`src/rtl/instr_fetch_unit_pkg.sv`:
```
// Shared core definitions for the instruction fetch slice: widths, reset PC,
// PC increment and the buffered instruction payload.
package instr_fetch_unit_pkg;

    localparam int unsigned XLEN = 32;
    localparam logic [XLEN-1:0] RESET_PC_DEFAULT = 32'h0000_0000;
    localparam logic [XLEN-1:0] PC_INC = 32'd4;

    typedef struct packed {
        logic [XLEN-1:0] pc;
        logic [XLEN-1:0] data;
    } fetch_entry_t;

    // Force a target onto a word boundary.
    function automatic logic [XLEN-1:0] align_pc(input logic [XLEN-1:0] pc);
        return pc & ~XLEN'(3);
    endfunction

endpackage

```
`src/rtl/fetch_fifo.sv`:
```
// Instruction buffer between memory responses and decode: parameterised
// depth, synchronous flush, occupancy count.
module fetch_fifo
    import instr_fetch_unit_pkg::*;
#(
    parameter int unsigned DEPTH = 2,
    parameter int unsigned CW    = $clog2(DEPTH + 1)
) (
    input  logic         clk,
    input  logic         rst_n,
    input  logic         flush,
    input  logic         push,
    input  fetch_entry_t push_data,
    input  logic         pop,
    output fetch_entry_t head,
    output logic         empty,
    output logic [CW-1:0] count
);

    localparam int unsigned PW = (DEPTH > 1) ? $clog2(DEPTH) : 1;
    localparam logic [PW-1:0] LAST = PW'(DEPTH - 1);

    fetch_entry_t  mem_q [DEPTH];
    logic [PW-1:0] wr_ptr_q;
    logic [PW-1:0] rd_ptr_q;
    logic [CW-1:0] count_q;
    logic          full;
    logic          do_push;
    logic          do_pop;

    assign full    = (count_q == CW'(DEPTH));
    assign empty   = (count_q == '0);
    assign do_pop  = pop && !empty;
    // A full buffer still takes a write when the head leaves in the same cycle.
    assign do_push = push && (!full || do_pop);
    assign head    = mem_q[rd_ptr_q];
    assign count   = count_q;

    always_ff @(posedge clk) begin
        if (do_push) begin
            mem_q[wr_ptr_q] <= push_data;
        end
    end

    always_ff @(posedge clk) begin
        if (!rst_n || flush) begin
            wr_ptr_q <= '0;
            rd_ptr_q <= '0;
            count_q  <= '0;
        end else begin
            if (do_push) begin
                wr_ptr_q <= (wr_ptr_q == LAST) ? '0 : wr_ptr_q + PW'(1);
            end
            if (do_pop) begin
                rd_ptr_q <= (rd_ptr_q == LAST) ? '0 : rd_ptr_q + PW'(1);
            end
            count_q <= count_q + CW'(do_push) - CW'(do_pop);
        end
    end

endmodule

```
`src/rtl/instr_fetch_unit.sv`:
```
// Instruction fetch: credit-limited sequential requests to instruction memory,
// in-order response buffering, redirect with drop of stale responses.
module instr_fetch_unit
    import instr_fetch_unit_pkg::*;
#(
    parameter logic [31:0] RESET_PC   = RESET_PC_DEFAULT,
    parameter int unsigned FIFO_DEPTH = 2
) (
    input  logic        clk,
    input  logic        rst_n,
    input  logic        fetch_en,
    output logic        imem_req_valid,
    output logic [31:0] imem_req_addr,
    input  logic        imem_req_ready,
    input  logic        imem_rsp_valid,
    input  logic [31:0] imem_rsp_data,
    input  logic        redirect_valid,
    input  logic [31:0] redirect_pc,
    output logic        inst_valid,
    output logic [31:0] inst_data,
    output logic [31:0] inst_pc,
    input  logic        inst_ready
);

    localparam int unsigned CW = $clog2(FIFO_DEPTH + 1);
    localparam int unsigned SW = CW + 1;

    localparam logic [0:0] IDLE  = 1'b0;
    localparam logic [0:0] FETCH = 1'b1;

    logic [0:0]      state_q, state_nxt;
    logic [XLEN-1:0] fetch_pc_q, fetch_pc_nxt;
    logic [XLEN-1:0] rsp_pc_q, rsp_pc_nxt;
    logic [CW-1:0]   outstanding_q, outstanding_nxt;
    logic [CW-1:0]   drop_cnt_q, drop_cnt_nxt;
    logic            req_valid_q, req_valid_nxt;
    logic [CW-1:0]   fifo_count, fifo_count_nxt;
    logic            fifo_empty;
    logic            req_fire;
    logic            drop_rsp;
    logic            push;
    logic            pop;
    logic [XLEN-1:0] redirect_tgt;
    fetch_entry_t    head;
    fetch_entry_t    push_entry;

    assign req_fire     = req_valid_q && imem_req_ready;
    assign drop_rsp     = imem_rsp_valid && (redirect_valid || (drop_cnt_q != '0));
    assign push         = imem_rsp_valid && !drop_rsp;
    assign pop          = !fifo_empty && inst_ready;
    assign redirect_tgt = align_pc(redirect_pc);
    assign push_entry   = '{pc: rsp_pc_q, data: imem_rsp_data};

    fetch_fifo #(
        .DEPTH (FIFO_DEPTH),
        .CW    (CW)
    ) u_fetch_fifo (
        .clk       (clk),
        .rst_n     (rst_n),
        .flush     (redirect_valid),
        .push      (push),
        .push_data (push_entry),
        .pop       (pop),
        .head      (head),
        .empty     (fifo_empty),
        .count     (fifo_count)
    );

    // Next-state logic: fetch_en alone moves between IDLE and FETCH.
    always_comb begin
        state_nxt = state_q;
        case (state_q)
            IDLE:    if (fetch_en)  state_nxt = FETCH;
            FETCH:   if (!fetch_en) state_nxt = IDLE;
            default: state_nxt = IDLE;
        endcase
    end

    // Counters, PCs and the registered request-valid.
    always_comb begin
        outstanding_nxt = outstanding_q;
        drop_cnt_nxt    = drop_cnt_q;
        fetch_pc_nxt    = fetch_pc_q;
        rsp_pc_nxt      = rsp_pc_q;
        fifo_count_nxt  = fifo_count;
        req_valid_nxt   = 1'b0;

        if (req_fire && !imem_rsp_valid) begin
            outstanding_nxt = outstanding_q + CW'(1);
        end else if (!req_fire && imem_rsp_valid && (outstanding_q != '0)) begin
            outstanding_nxt = outstanding_q - CW'(1);
        end

        // Every request still in flight after a redirect belongs to the old path.
        if (redirect_valid) begin
            drop_cnt_nxt   = outstanding_nxt;
            fetch_pc_nxt   = redirect_tgt;
            rsp_pc_nxt     = redirect_tgt;
            fifo_count_nxt = '0;
        end else begin
            if (imem_rsp_valid && (drop_cnt_q != '0)) begin
                drop_cnt_nxt = drop_cnt_q - CW'(1);
            end
            if (req_fire) begin
                fetch_pc_nxt = fetch_pc_q + PC_INC;
            end
            if (push) begin
                rsp_pc_nxt = rsp_pc_q + PC_INC;
            end
            fifo_count_nxt = fifo_count + CW'(push) - CW'(pop);
        end

        // Credits cover buffered entries plus every request in flight, dropped or not.
        req_valid_nxt = (state_nxt == FETCH) &&
                        ((SW'(outstanding_nxt) + SW'(fifo_count_nxt)) < SW'(FIFO_DEPTH));
    end

    always_ff @(posedge clk) begin
        if (!rst_n) begin
            state_q       <= IDLE;
            fetch_pc_q    <= RESET_PC;
            rsp_pc_q      <= RESET_PC;
            outstanding_q <= '0;
            drop_cnt_q    <= '0;
            req_valid_q   <= 1'b0;
        end else begin
            state_q       <= state_nxt;
            fetch_pc_q    <= fetch_pc_nxt;
            rsp_pc_q      <= rsp_pc_nxt;
            outstanding_q <= outstanding_nxt;
            drop_cnt_q    <= drop_cnt_nxt;
            req_valid_q   <= req_valid_nxt;
        end
    end

    assign imem_req_valid = req_valid_q;
    assign imem_req_addr  = fetch_pc_q;
    assign inst_valid     = !fifo_empty;
    assign inst_data      = fifo_empty ? '0 : head.data;
    assign inst_pc        = fifo_empty ? '0 : head.pc;

endmodule

```
`config.mk`:
```
export PLATFORM = sky130hd
export DESIGN_NAME = instr_fetch_unit
export DESIGN_NICKNAME = d
export VERILOG_FILES = /design/src/rtl/instr_fetch_unit_pkg.sv /design/src/rtl/fetch_fifo.sv /design/src/rtl/instr_fetch_unit.sv
export SDC_FILE = /design/constraint.sdc
export NUM_CORES = 1
export LEC_CHECK = 0
export ABC_AREA = 1
export BUFFER_PORTS_ARGS = -buffer_cell sky130_fd_sc_hd__clkbuf_2
export CAP_MARGIN = 20
export CORE_MARGIN = 4
export CORE_UTILIZATION = 51
export DETAILED_ROUTE_END_ITERATION = 10
export PLACE_DENSITY = 0.76
export SLEW_MARGIN = 20
export SYNTH_ARGS = -nofsm -noshare
export SYNTH_HDL_FRONTEND = slang
export SYNTH_SLANG_ARGS = --single-unit
```
`constraint.sdc`:
```
create_clock -name clk -period 4.4 [get_ports clk]
set_clock_uncertainty 0.05 [all_clocks]
set_input_delay 0.66 -clock clk [delete_from_list [all_inputs] [get_ports clk]]
set_output_delay 0.66 -clock clk [all_outputs]
set_load 0.02 [all_outputs]
```
## After elaboration in Yosys (flattened, before gate mapping)

Memory sizes are Yosys's and may differ from the RTL's. A register that Yosys moved wholly into a read port is not among the register bits.
Cells that the tools add are included.

- Reductions and logical operators: 27
- Bitwise gates (word level): 1
- $add $sub $neg: 12
- Magnitude comparators: 1
- Equal/unequal tests: 1
- Multiplexer cells: 18

Operators by type and width:

| kind | count |
|---|---|
| 32-bit two-way mux | 6 |
| 32-bit by 3-bit adder with 32-bit output, second input constant | 2 |
| 1-bit logical AND | 11 |
| 2-bit two-way mux | 5 |
| 2-bit nonzero test | 5 |
| 1-bit two-way mux | 7 |
| 1-bit logical NOT | 6 |
| 2-bit by 1-bit adder with 2-bit output | 2 |
| 2-bit by 1-bit subtractor with 2-bit output | 2 |
| 2-bit by 1-bit subtractor with 2-bit output, second input constant | 2 |
| 2-bit by 2-bit adder with 3-bit output | 1 |
| 1-bit logical OR | 3 |
| 3-bit by 2-bit < comparator with 1-bit output, second input constant | 1 |
| 1-bit adder, second input constant | 2 |
| 2-bit by 1-bit adder with 2-bit output, second input constant | 1 |
| 2-bit equality test, second input constant | 1 |
| 2-bit logical NOT | 1 |
| 2-bit OR reduction | 1 |
| 1-bit NOT | 1 |

- Input bits: 71
- Register bits after elaboration: 73
- Memories: 1
- Output and inout bits: 98
- Memory bits (writable): 128
- Logic and storage cells: 71

Memory list:

| memory | depth | bits a word | read ports | clocked after Yosys merged registers in | write ports | RTL line | RTL |
|---|---|---|---|---|---|---|---|
| u_fetch_fifo.mem_q | 2 | 64 | 1 | 1 | 1 | fetch_fifo.sv:23 | `fetch_entry_t mem_q [DEPTH];` |

## Depth between registers and ports, before layout

Gate-level depths: netlist (run 1).

- Word-level depth: 11
- Depth in mapped cells: 10
- Mapped depth without buffers: 10

## By module

From an unflattened synthesis (run 1), not the netlist that was laid out.

- Cell total of the unflattened synthesis: 1095
- Area, all modules: 10188.5 um^2

By module, submodules not included:

| module | instances | area each (um^2) | cells each |
|---|---|---|---|
| fetch_fifo | 1 | 5196.2 | 241 |
| instr_fetch_unit | 1 | 4992.3 | 854 |

## Worst setup path before layout (run 1)

Ideal clock, no wire load.

- Path type: input port to flip-flop
- Start point: input port redirect_valid
- End point: memory u_fetch_fifo.mem_q[1][0] in the netlist's numbering (enable)
- Data required time: 3867 ps
- Arrival: 3694 ps
- Setup slack: 172 ps
- Stages on the path: 4
- Path through: buf_2 > nor2_1 > nand2_1 > nor2_1

- Word-level cells in the longest chain between the ends: 7

Ends and longest elaborated chain:

| what | RTL line | RTL |
|---|---|---|
| from (decl) | instr_fetch_unit.sv:17 | `input logic redirect_valid,` |
| 1-bit logical OR | instr_fetch_unit.sv:48 | `assign drop_rsp = imem_rsp_valid && (redirect_valid \|\| (drop_cnt_q != '0));` |
| 1-bit logical AND | instr_fetch_unit.sv:48 |  |
| 1-bit logical NOT | instr_fetch_unit.sv:49 | `assign push = imem_rsp_valid && !drop_rsp;` |
| 1-bit logical AND | instr_fetch_unit.sv:49 |  |
| 1-bit logical AND | fetch_fifo.sv:35 | `assign do_push = push && (!full \|\| do_pop);` |
| 1-bit two-way mux | fetch_fifo.sv:40 | `if (do_push) begin` |
| 1-bit two-way mux (implied by the code) | fetch_fifo.sv:41 | `mem_q[wr_ptr_q] <= push_data;` |
| to (decl) | fetch_fifo.sv:23 |  |

Every way passes these cells.

## Worst setup path after layout (run 1)

- Start point: register drop_cnt_q[0]
- End point: memory u_fetch_fifo.mem_q[1][23] in the netlist's numbering (enable)

- Word-level cells in the longest chain between the ends: 8

Ends and longest elaborated chain:

| what | RTL line | RTL |
|---|---|---|
| from (decl) | instr_fetch_unit.sv:35 | `logic [CW-1:0] drop_cnt_q, drop_cnt_nxt;` |
| from (signal assigned) | instr_fetch_unit.sv:131 | `drop_cnt_q <= drop_cnt_nxt;` |
| 2-bit nonzero test | instr_fetch_unit.sv:48 |  |
| 1-bit logical OR | instr_fetch_unit.sv:48 |  |
| 1-bit logical AND | instr_fetch_unit.sv:48 |  |
| 1-bit logical NOT | instr_fetch_unit.sv:49 |  |
| 1-bit logical AND | instr_fetch_unit.sv:49 |  |
| 1-bit logical AND | fetch_fifo.sv:35 |  |
| 1-bit two-way mux | fetch_fifo.sv:40 |  |
| 1-bit two-way mux (implied by the code) | fetch_fifo.sv:41 |  |

Every way passes these cells.

==> impl_metrics.env, run 1 <==
export IMPL_place_ws_ps=1401
export IMPL_hpwlAfterDp_um=16010
export IMPL_h_tree_depth=4
export IMPL_core_um2=18020
export IMPL_drt_first_pass_iters=5
export IMPL_worst_pin_slew_ps=829.3
export IMPL_cts_buffers=17
export IMPL_crit_buf_inv=3
export IMPL_fillers=1578
export IMPL_postCtsHoldBufs=0
export IMPL_rows=49
export IMPL_n_antenna_cell=0
export IMPL_grt_max_degree=64
export IMPL_drtIter0Drc=557
export IMPL_maxCapViolations=0
export IMPL_critPathCaptureType="flip-flop"
export IMPL_vias_per_cell=5.302
export IMPL_final_cell_mix="nand2_1, clkbuf_2, edfxtp_1, a21oi_1, inv_1"
export IMPL_cts_tree="yes"
export IMPL_drc=0
export IMPL_cp_arrival_ps=2810
export IMPL_cpMostUsedCell="buf_4"
export IMPL_pin_count=169
export IMPL_root_buffer="clkbuf_16"
export IMPL_io_buffers=162
export IMPL_critical_path_startpoint_type="flip-flop"
export IMPL_slew_violations=0
export IMPL_fp_dieH_um=143.4
export IMPL_die_area_um2=20570
export IMPL_yosysWarnings=0
export IMPL_drive_gt1_share_pct=20.60
export IMPL_fmax_ghz=0.3631
export IMPL_grt_overflow=0
export IMPL_hold_class="primary input to flip-flop"
export IMPL_setup_violations=0
export IMPL_wl_per_cell_um=15.55
export IMPL_grt_pass1_wl_um=36630
export IMPL_cp_slowest_stage_delay_ps=660
export IMPL_wl_um=23340
export IMPL_holdPathStages=1
export IMPL_timing_rr_start="drop_cnt_q[0]"
export IMPL_slowest_stage="nor2_4"
export IMPL_timing_slew_headroom_pct=44.71
export IMPL_min_from="imem_rsp_data[7]"
export IMPL_fin_crit_ps=2754
export IMPL_clock_latency_ps=440
export IMPL_post_route_period_util_pct=62.60
export IMPL_die_w_um=143.4
export IMPL_cp_depth=8
export IMPL_gp_congestion=0.9149
export IMPL_synthesis_instances=1106
export IMPL_synth_seq_area_share_pct=54.80
export IMPL_vias=7958
export IMPL_outcome="finished clean"
export IMPL_nets=1338
export IMPL_antenna_found_initial=0
export IMPL_grt_usage_pct=22.41
export IMPL_hold_violations=0
export IMPL_final_common_cell="nand2_1"
export IMPL_setup_tns_ps=0
export IMPL_postRouteAntennaNets=0
export IMPL_synth_top_area_cell="edfxtp_1"
export IMPL_netlist_area_leader_share_pct=39.82
export IMPL_grt_pass1_vias=7480
export IMPL_start_util_pct=51.88
export IMPL_synth_distinct_cells=38
export IMPL_critical_path_cell_chain="inv_1 -> ha_1 -> nand2_4 -> nor2_1 -> buf_4 -> nand2_1 -> nor2_4 -> buf_4"
export IMPL_cts_sinks=194
export IMPL_ir_worst_vdd_mv=0.2951
export IMPL_ff2ff_path_depth=8
export IMPL_cts_clk_slew_worst_paths_ps=80
export IMPL_cp_startpoint="drop_cnt_q[0]"
export IMPL_cp_data_required_time_ps=4460
export IMPL_critPathTopFamily="simple AND/OR/NAND/NOR gates"
export IMPL_rsz0062_at_grt="false"
export IMPL_postCtsSetupRepairBufs=0
export IMPL_crit_fanout=27
export IMPL_power_leakage_uw=0.004529
export IMPL_crit_type="flip-flop to flip-flop"
export IMPL_cts_resized=0
export IMPL_synth_area_um2=9351
export IMPL_power_density_nw_per_um2=383.3
export IMPL_syn_to_final_growth_pct=17.39
export IMPL_avgSynthCellArea_um2=8.455
export IMPL_ys_ff_latch=194
export IMPL_synthTopCellsByArea="edfxtp_1, dfxtp_1, nand2_1, a21oi_1, inv_1"
export IMPL_setup_slack_ps=1646
export IMPL_cts_path_max_buffers=2
-- worst paths after layout --
| path | to | slack [ps] |
|---|---|---|
| max | u_fetch_fifo.mem_q[1][23] | 1650 |
| min | u_fetch_fifo.mem_q[1][7] | 360 |
| max reg2reg | u_fetch_fifo.mem_q[1][23] | 1650 |
| min reg2reg | flip-flop | 410 |
-- cell families after synthesis --
group	synth area share, %
AOI/OAI and AO/OA	10.25
xor gates and xnor gates	1.686
adders and majority gates	1.151
buffers and inverters	6.302
DFF	54.80
other	0.04010
and+or+nand+nor	25.77
-- through the flow --
step                power [uW]  instances  hold slack [ps]  area [um2]  util (%)
floorplan                 2506       1109            375.5        9363         -
global placement          2673       1468            380.3       10360     57.50
detailed placement        2695       1468            392.4       10360     57.50
CTS                       4224       1500            345.0       10960     60.79
global route              4381       1501            340.3       10980     60.91
finish                    4208       1501            357.3       10980     60.91
-- sequential cells by signal, summed over array words and instances (netlist names), named ones only --
signal                 flops
drop_cnt_q                 2
imem_req_addr             30
imem_req_valid             1
outstanding_q              2
rsp_pc_q                  30
u_fetch_fifo.count         2
u_fetch_fifo.mem_q       124
u_fetch_fifo.rd_ptr_q      1
u_fetch_fifo.wr_ptr_q      1
-- metal layers --
metal / vias to the layer above / global-route usage [%] / share of wire (%)
li1: 3929 / - / -
met2: 325 / 36.43 / 46
met4: 0 / 5.352 / 1.2
met1: 3676 / 31.16 / 44
met3: 28 / 4.526 / 8.5
met5: - / 0 / 0
-- synth_stat cells --
| cell type | instances |
|---|---|
| nand2_1 | 367 |
| edfxtp_1 | 124 |
| a21oi_1 | 115 |
| inv_1 | 98 |
| nor2_1 | 81 |
| dfxtp_1 | 70 |
| nand3_1 | 49 |
| o21ai_0 | 45 |
| clkbuf_1 | 26 |
| nor2_4 | 16 |
| xor2_1 | 15 |
| a31oi_1 | 13 |
| nor2_2 | 10 |
| buf_2 | 9 |
| inv_2 | 9 |
| ha_1 | 7 |
| nand2_2 | 7 |
| nand4_1 | 7 |
| buf_4 | 4 |
| nand2_4 | 4 |
| nand3b_1 | 3 |
| or2_2 | 3 |
| xnor2_1 | 3 |
| a21oi_2 | 2 |
| and2_1 | 2 |
| nor3_1 | 2 |
| o211ai_1 | 2 |
| o22ai_1 | 2 |
| o31ai_1 | 2 |
| and3_1 | 1 |
| buf_1 | 1 |
| buf_6 | 1 |
| conb_1 | 1 |
| fa_1 | 1 |
| nand3_4 | 1 |
| nor2_8 | 1 |
| o21ai_1 | 1 |
| o21bai_2 | 1 |
-- cell type report --
cell class / count / area (um2) / share of cell area [%]
flip-flops and latches: 194 / 5126 / 46.69
multi-input cells: 767 / 3671 / 33.44
repair buffers: 172 / 898.4 / 8.183
clock buffers: 17 / 425.4 / 3.875
inverters: 107 / 401.6 / 3.659
well taps: 229 / 286.5 / 2.610
clock inverters: 15 / 168.9 / 1.539
-- power by group --
| group | switching, uW | internal, uW |
|---|---|---|
| sequential | 76.6 | 2050 |
| clock | 740 | 808 |
| combinational | 368 | 163 |
| total | 1190 | 3020 |
Note: power is estimated with default switching activity, not from simulation.
==> run 2: changes to the inputs <==
--- a/config.mk
+++ b/config.mk
@@ -5,13 +5,13 @@
 export SDC_FILE = /design/constraint.sdc
 export NUM_CORES = 1
 export LEC_CHECK = 0
-export ABC_AREA = 1
+export ABC_AREA = 0
 export BUFFER_PORTS_ARGS = -buffer_cell sky130_fd_sc_hd__clkbuf_2
 export CAP_MARGIN = 20
 export CORE_MARGIN = 4
-export CORE_UTILIZATION = 51
+export CORE_UTILIZATION = 55
 export DETAILED_ROUTE_END_ITERATION = 10
-export PLACE_DENSITY = 0.76
+export PLACE_DENSITY = 0.79
 export SLEW_MARGIN = 20
 export SYNTH_ARGS = -nofsm -noshare
 export SYNTH_HDL_FRONTEND = slang
==> constraint.sdc (replaced) <==
create_clock -name clk -period 2.89 [get_ports clk]
set_clock_uncertainty 0.05 [all_clocks]
set_input_delay 0.4335 -clock clk [delete_from_list [all_inputs] [get_ports clk]]
set_output_delay 0.4335 -clock clk [all_outputs]
set_load 0.02 [all_outputs]
==> run 2 against run 1 <==
Count of clock-buffer cells in the layout increased by 3; routed wire length decreased by 17%; hold slack worse by 210 ps; critical path type unchanged.
==> impl_metrics.env, run 2 <==
export IMPL_outcome="finished clean"
export IMPL_dpl_cell_count=1091
export IMPL_top_register="u_fetch_fifo.mem_q"
export IMPL_rsz0062_at_grt="false"
export IMPL_fmax_ghz=0.4332
export IMPL_maxCapViolations=0
export IMPL_die_w_um=133.2
export IMPL_crit_type="flip-flop to flip-flop"
export IMPL_cp_startpoint="rsp_pc_q[8]"
export IMPL_cp_data_required_time_ps=3190
export IMPL_vias_per_cell=5.807
export IMPL_drtIter0Drc=371
export IMPL_cp_arrival_ps=2610
export IMPL_synth_seq_area_share_pct=59.48
export IMPL_slowest_stage="or4_1"
export IMPL_hpwlAfterDp_um=13430
export IMPL_cts_buffers=17
export IMPL_start_util_pct=56.47
export IMPL_avgSynthCellArea_um2=11.53
export IMPL_cts_path_max_buffers=2
export IMPL_postCtsHoldBufs=0
export IMPL_post_route_util_pct=66.60
export IMPL_power_density_nw_per_um2=594.1
export IMPL_timing_rr_start="rsp_pc_q[8]"
export IMPL_grt_usage_pct=22.04
export IMPL_cpMostUsedCell="or4_1"
export IMPL_min_to="u_fetch_fifo.mem_q[0][4]"
export IMPL_layout_cells_non_filler=1123
export IMPL_gp_congestion=0.9411
export IMPL_drc=0
export IMPL_critPathTopFamily="simple AND/OR/NAND/NOR gates"
export IMPL_vias=6521
export IMPL_hold_violations=0
export IMPL_crit_fanout=18
export IMPL_synth_commonest_cells="edfxtp_1, nor2_1, dfxtp_1, mux2i_1, o21ai_0"
export IMPL_synth_ff_type="edfxtp_1"
export IMPL_place_ws_ps=616.7
export IMPL_critical_path_startpoint_type="flip-flop"
export IMPL_cp_slowest_stage_delay_ps=800
export IMPL_synth_top_area_cell="edfxtp_1"
export IMPL_postCtsSetupRepairBufs=0
export IMPL_wl_um=19480
export IMPL_yosysWarnings=0
export IMPL_die_area_um2=17730
export IMPL_r2r_end="rsp_pc_q[22]"
export IMPL_grt_overflow=0
export IMPL_critical_path_cell_chain="nand3_1 -> or4_1 -> or4_1 -> a31oi_1"
export IMPL_fillers=1175
export IMPL_cts_sinks=194
export IMPL_rows=45
export IMPL_synthMostInstantiatedCell="edfxtp_1"
export IMPL_core_um2=15260
export IMPL_ys_ff_latch=194
export IMPL_drt_first_pass_iters=5
export IMPL_cts_tree="yes"
export IMPL_setup_tns_ps=0
export IMPL_postRouteAntennaNets=0
export IMPL_wl_per_cell_um=17.34
export IMPL_grt_pass1_vias=6208
export IMPL_nets=978
export IMPL_fin_crit_ps=2308
export IMPL_grt_pass1_wl_um=31570
export IMPL_syn_to_final_growth_pct=17.95
export IMPL_netlist_area_leader_share_pct=43.22
export IMPL_synth_distinct_cells=56
export IMPL_min_from="imem_rsp_data[4]"
export IMPL_n_antenna_cell=0
export IMPL_largest_reg_flops=124
export IMPL_synth_edff_count=124
export IMPL_cts_clk_slew_worst_paths_ps=70
export IMPL_worst_pin_slew_ps=642.4
export IMPL_synth_area_um2=8616
export IMPL_power_leakage_uw=0.003622
export IMPL_drive_gt1_share_pct=23.79
export IMPL_async_reset_ff_share_pct=0
export IMPL_ff2ff_path_depth=4
export IMPL_synthTopCellsByArea="edfxtp_1, dfxtp_1, mux2i_1, nor2_1, o21ai_0"
export IMPL_io_buffers=162
export IMPL_ir_worst_vdd_mv=0.4549
export IMPL_grt_max_degree=63
export IMPL_cts_resized=0
export IMPL_timing_slew_headroom_pct=56.78
export IMPL_setup_slack_ps=581.7
export IMPL_fp_dieH_um=133.2
export IMPL_slew_violations=0
export IMPL_holdPathStages=1
export IMPL_setup_violations=0
export IMPL_pin_count=169
export IMPL_crit_buf_inv=0
export IMPL_antenna_found_initial=0
export IMPL_clock_latency_ps=430
export IMPL_final_cell_mix="clkbuf_2, edfxtp_1, nor2_1, dfxtp_1, mux2i_1"
export IMPL_critPathCaptureType="flip-flop"
export IMPL_post_route_period_util_pct=79.87
export IMPL_root_buffer="clkbuf_16"
export IMPL_final_common_cell="clkbuf_2"
export IMPL_hold_class="primary input to flip-flop"
export IMPL_synthesis_instances=747
export IMPL_h_tree_depth=4
export IMPL_r2r_slack_ps=580
## run 2: worst max-delay path by stage
stage / end / slack (ps) / cells past startpoint
after floorplan: u_fetch_fifo.mem_q[0][0] / 240 / 5
after global placement: imem_req_valid / 640 / 8
after detailed placement: imem_req_valid / 620 / 9
after CTS: inst_pc[19] / 550 / 4
after global routing: rsp_pc_q[23] / 430 / 4
final: rsp_pc_q[22] / 580 / 4
## run 2: power breakdown
part           switching (uW)  internal, uW  total, uW
Sequential                128          3110       3240
Combinational             431           255        686
Clock                     989          1120       2110
## run 2: stage by stage
| stage | hold slack, ps | total power, uW | area [um2] |
|---|---|---|---|
| final | 150.5 | 6038 | 10160 |
| after global routing | 130.7 | 6272 | 10160 |
| after CTS | 131.5 | 6065 | 10160 |
| after detailed placement | 454.4 | 3978 | 9629 |
| after global placement | 441.9 | 3959 | 9629 |
| after floorplan | 403.8 | 3716 | 8636 |
## run 2: logic make-up after synthesis
family	after synthesis	synth area share [%]
AO/OA/AOI/OAI	126	9.396
XOR/XNOR	31	3.151
adder cells (fa/ha/maj)	8	1.249
buffers and inverters	62	3.514
flip-flops	194	59.48
multiplexers	64	7.435
other	1	0.04352
AND/OR/NAND/NOR	261	15.73
## run 2: area by class of cell
type	count	area (um2)	share of cell area (%)
Clock inverter	12	86.33	0.8495
Timing Repair Buffer	178	968.4	9.530
Clock buffer	20	446.7	4.395
Inverter	14	52.55	0.5171
Multi-Input combinational cell	494	3216	31.64
Sequential cell	194	5129	50.47
Tap cell	211	264.0	2.598
## run 2: worst reg2reg max path: cells and delay by family, from the launching register on
family	cells	cell delay (ps)
simple gates	3	1500
compound gates	1	170
flops	1	510
## run 2: routing by layer
metal	global-route usage [%]	routed length, um	vias up
li1	-	-	3106
met1	31.66	8598	3062
met2	33.47	8763	323
met3	5.023	1806	30
met4	7.257	310	0
met5	0	0	-
==> run 3: changes to the inputs <==
==> constraint.sdc (replaced) <==
create_clock -name clk -period 2.2 [get_ports clk]
set_clock_uncertainty 0.05 [all_clocks]
set_input_delay 0.33 -clock clk [delete_from_list [all_inputs] [get_ports clk]]
set_output_delay 0.33 -clock clk [all_outputs]
set_load 0.02 [all_outputs]
==> run 3 against run 2 <==
Global-route usage is 0.71 points higher; clock power increased by 47%; die area unchanged; sequential power up 31%.
==> impl_metrics.env, run 3 (synthesis results as in run 2) <==
export IMPL_wl_um=20400
export IMPL_top_usage_layer="met2"
export IMPL_clkPwrFrac_pct=37.2
export IMPL_start_util_pct=56.47
export IMPL_timing_slew_headroom_pct=63.57
export IMPL_grt_usage_pct=22.74
export IMPL_post_route_period_util_pct=96.28
export IMPL_grt_use_met3_pct=4.607
export IMPL_slew_violations=0
export IMPL_cp_data_required_time_ps=1820
export IMPL_comb_power_share_pct=12.3
export IMPL_syn_to_final_growth_pct=23.44
export IMPL_final_cell_mix="clkbuf_2, edfxtp_1, nor2_1, dfxtp_1, mux2i_1"
export IMPL_drtIter0Drc=537
export IMPL_maxCapViolations=0
export IMPL_use_met1_pct=31.06
export IMPL_wl_per_cell_um=17.67
export IMPL_postCtsHoldBufs=0
export IMPL_largest_reg_flops=124
export IMPL_drc=0
export IMPL_cp_arrival_ps=1740
export IMPL_root_buffer="clkbuf_16"
export IMPL_cts_buffers=17
export IMPL_top_register="u_fetch_fifo.mem_q"
export IMPL_pin_count=169
export IMPL_outcome="finished clean"
export IMPL_clock_latency_ps=420
export IMPL_hold_class="primary input to flip-flop"
export IMPL_power_density_nw_per_um2=786.5
export IMPL_hpwlAfterDp_um=14250
export IMPL_pwr_share_seq_pct=50.5
export IMPL_critPathCaptureType="output port"
export IMPL_critical_path_startpoint_type="flip-flop"
export IMPL_vias=6714
export IMPL_rows=45
export IMPL_cts_clk_slew_worst_paths_ps=70
export IMPL_ir_worst_vdd_mv=0.5292
export IMPL_hold_violations=0
export IMPL_grt_max_degree=63
export IMPL_crit_type="flip-flop to output port"
export IMPL_cts_tree="yes"
export IMPL_crit_fanout=62
export IMPL_drive_gt1_share_pct=28.42
export IMPL_grt_pass1_wl_um=32690
export IMPL_power_leakage_uw=0.003849
export IMPL_p_sw_uw=2129
export IMPL_setup_violations=0
export IMPL_final_common_cell="clkbuf_2"
export IMPL_grt_pass1_vias=6563
export IMPL_io_buffers=162
export IMPL_drt_first_pass_iters=6
export IMPL_post_route_util_pct=69.70
export IMPL_fp_dieH_um=133.2
export IMPL_p_sw_share_pct=25.46
export IMPL_intPower_uw=6235
export IMPL_worst_pin_slew_ps=540.8
export IMPL_n_antenna_cell=0
export IMPL_met2_usage_pct=36.71
export IMPL_core_um2=15260
export IMPL_fmax_ghz=0.4721
export IMPL_die_w_um=133.2
export IMPL_cts_path_max_buffers=2
export IMPL_nets=1009
export IMPL_fin_crit_ps=2118
export IMPL_vias_per_cell=5.818
export IMPL_antenna_found_initial=0
export IMPL_cts_sinks=194
export IMPL_h_tree_depth=4
export IMPL_grt_overflow=0
export IMPL_postRouteAntennaNets=0
export IMPL_holdWs_ps=48.20
export IMPL_die_area_um2=17730
export IMPL_gp_congestion=0.8902
-- run 3: area by class of cell --
cell class,count,area [um2]
repair buffers,209,1270
well taps,211,264.0
clock inverters,11,112.6
multi-input cells,494,3309
fillers,1086,4623
inverters,14,52.55
clock buffers,21,493.0
flip-flops and latches,194,5134
-- run 3: routing by layer --
layer	share of wire, %	wire length (um)
met5	0	0
met2	47	9566
met1	42	8589
met4	2.0	408
met3	9.0	1832
-- run 3: power by group through the flow --
stage          combinational [uW]  clock (uW)  sequential, uW
2_1_floorplan                 580           0            4320
3_3_place_gp                  974           0            4290
3_5_place_dp                  995           0            4300
4_1_cts                      1000        3140            4220
5_1_grt                      1140        3300            4250
6_report                     1030        3110            4230
-- run 3: what timing repair did --
| action | 4_1_cts | 5_1_grt |
|---|---|---|
| pin swaps | 0 | 8 |
| endpoints found under the setup margin | 3 | 2 |
| resized for setup | 2 | 13 |
| setup buffers | 0 | 3 |
-- run 3: path summary, 6_finish.rpt --
check | start | to | slack (ps) | depth (start not counted)
min reg2reg | rsp_pc_q[27] | u_fetch_fifo.mem_q[0][59] | 460 | 0
max reg2reg | rsp_pc_q[17] | rsp_pc_q[23] | 90 | 4
max | u_fetch_fifo.count[1] | inst_pc[19] | 80 | 5
min | imem_rsp_data[20] | u_fetch_fifo.mem_q[1][20] | 50 | 1
-- run 3: through the flow --
stage               setup slack, ps  instances  setup TNS (ps)  power [uW]  cell area [um2]
floorplan                    -85.64        750           -5310        4905             8686
global placement              80.96       1119               0        5266             9943
detailed placement            58.39       1119               0        5297             9943
CTS                           21.75       1151               0        8363            10560
global route                 -18.10       1154          -58.20        8682            10640
finish                        81.81       1154               0        8364            10640
-- run 3: critical path, cell delays in order (launching register included) --
cell and delay, ps:
dfxtp_4 360, nor2_4 130, buf_4 120, clkbuf_8 370, nor2_1 140, clkbuf_2 180
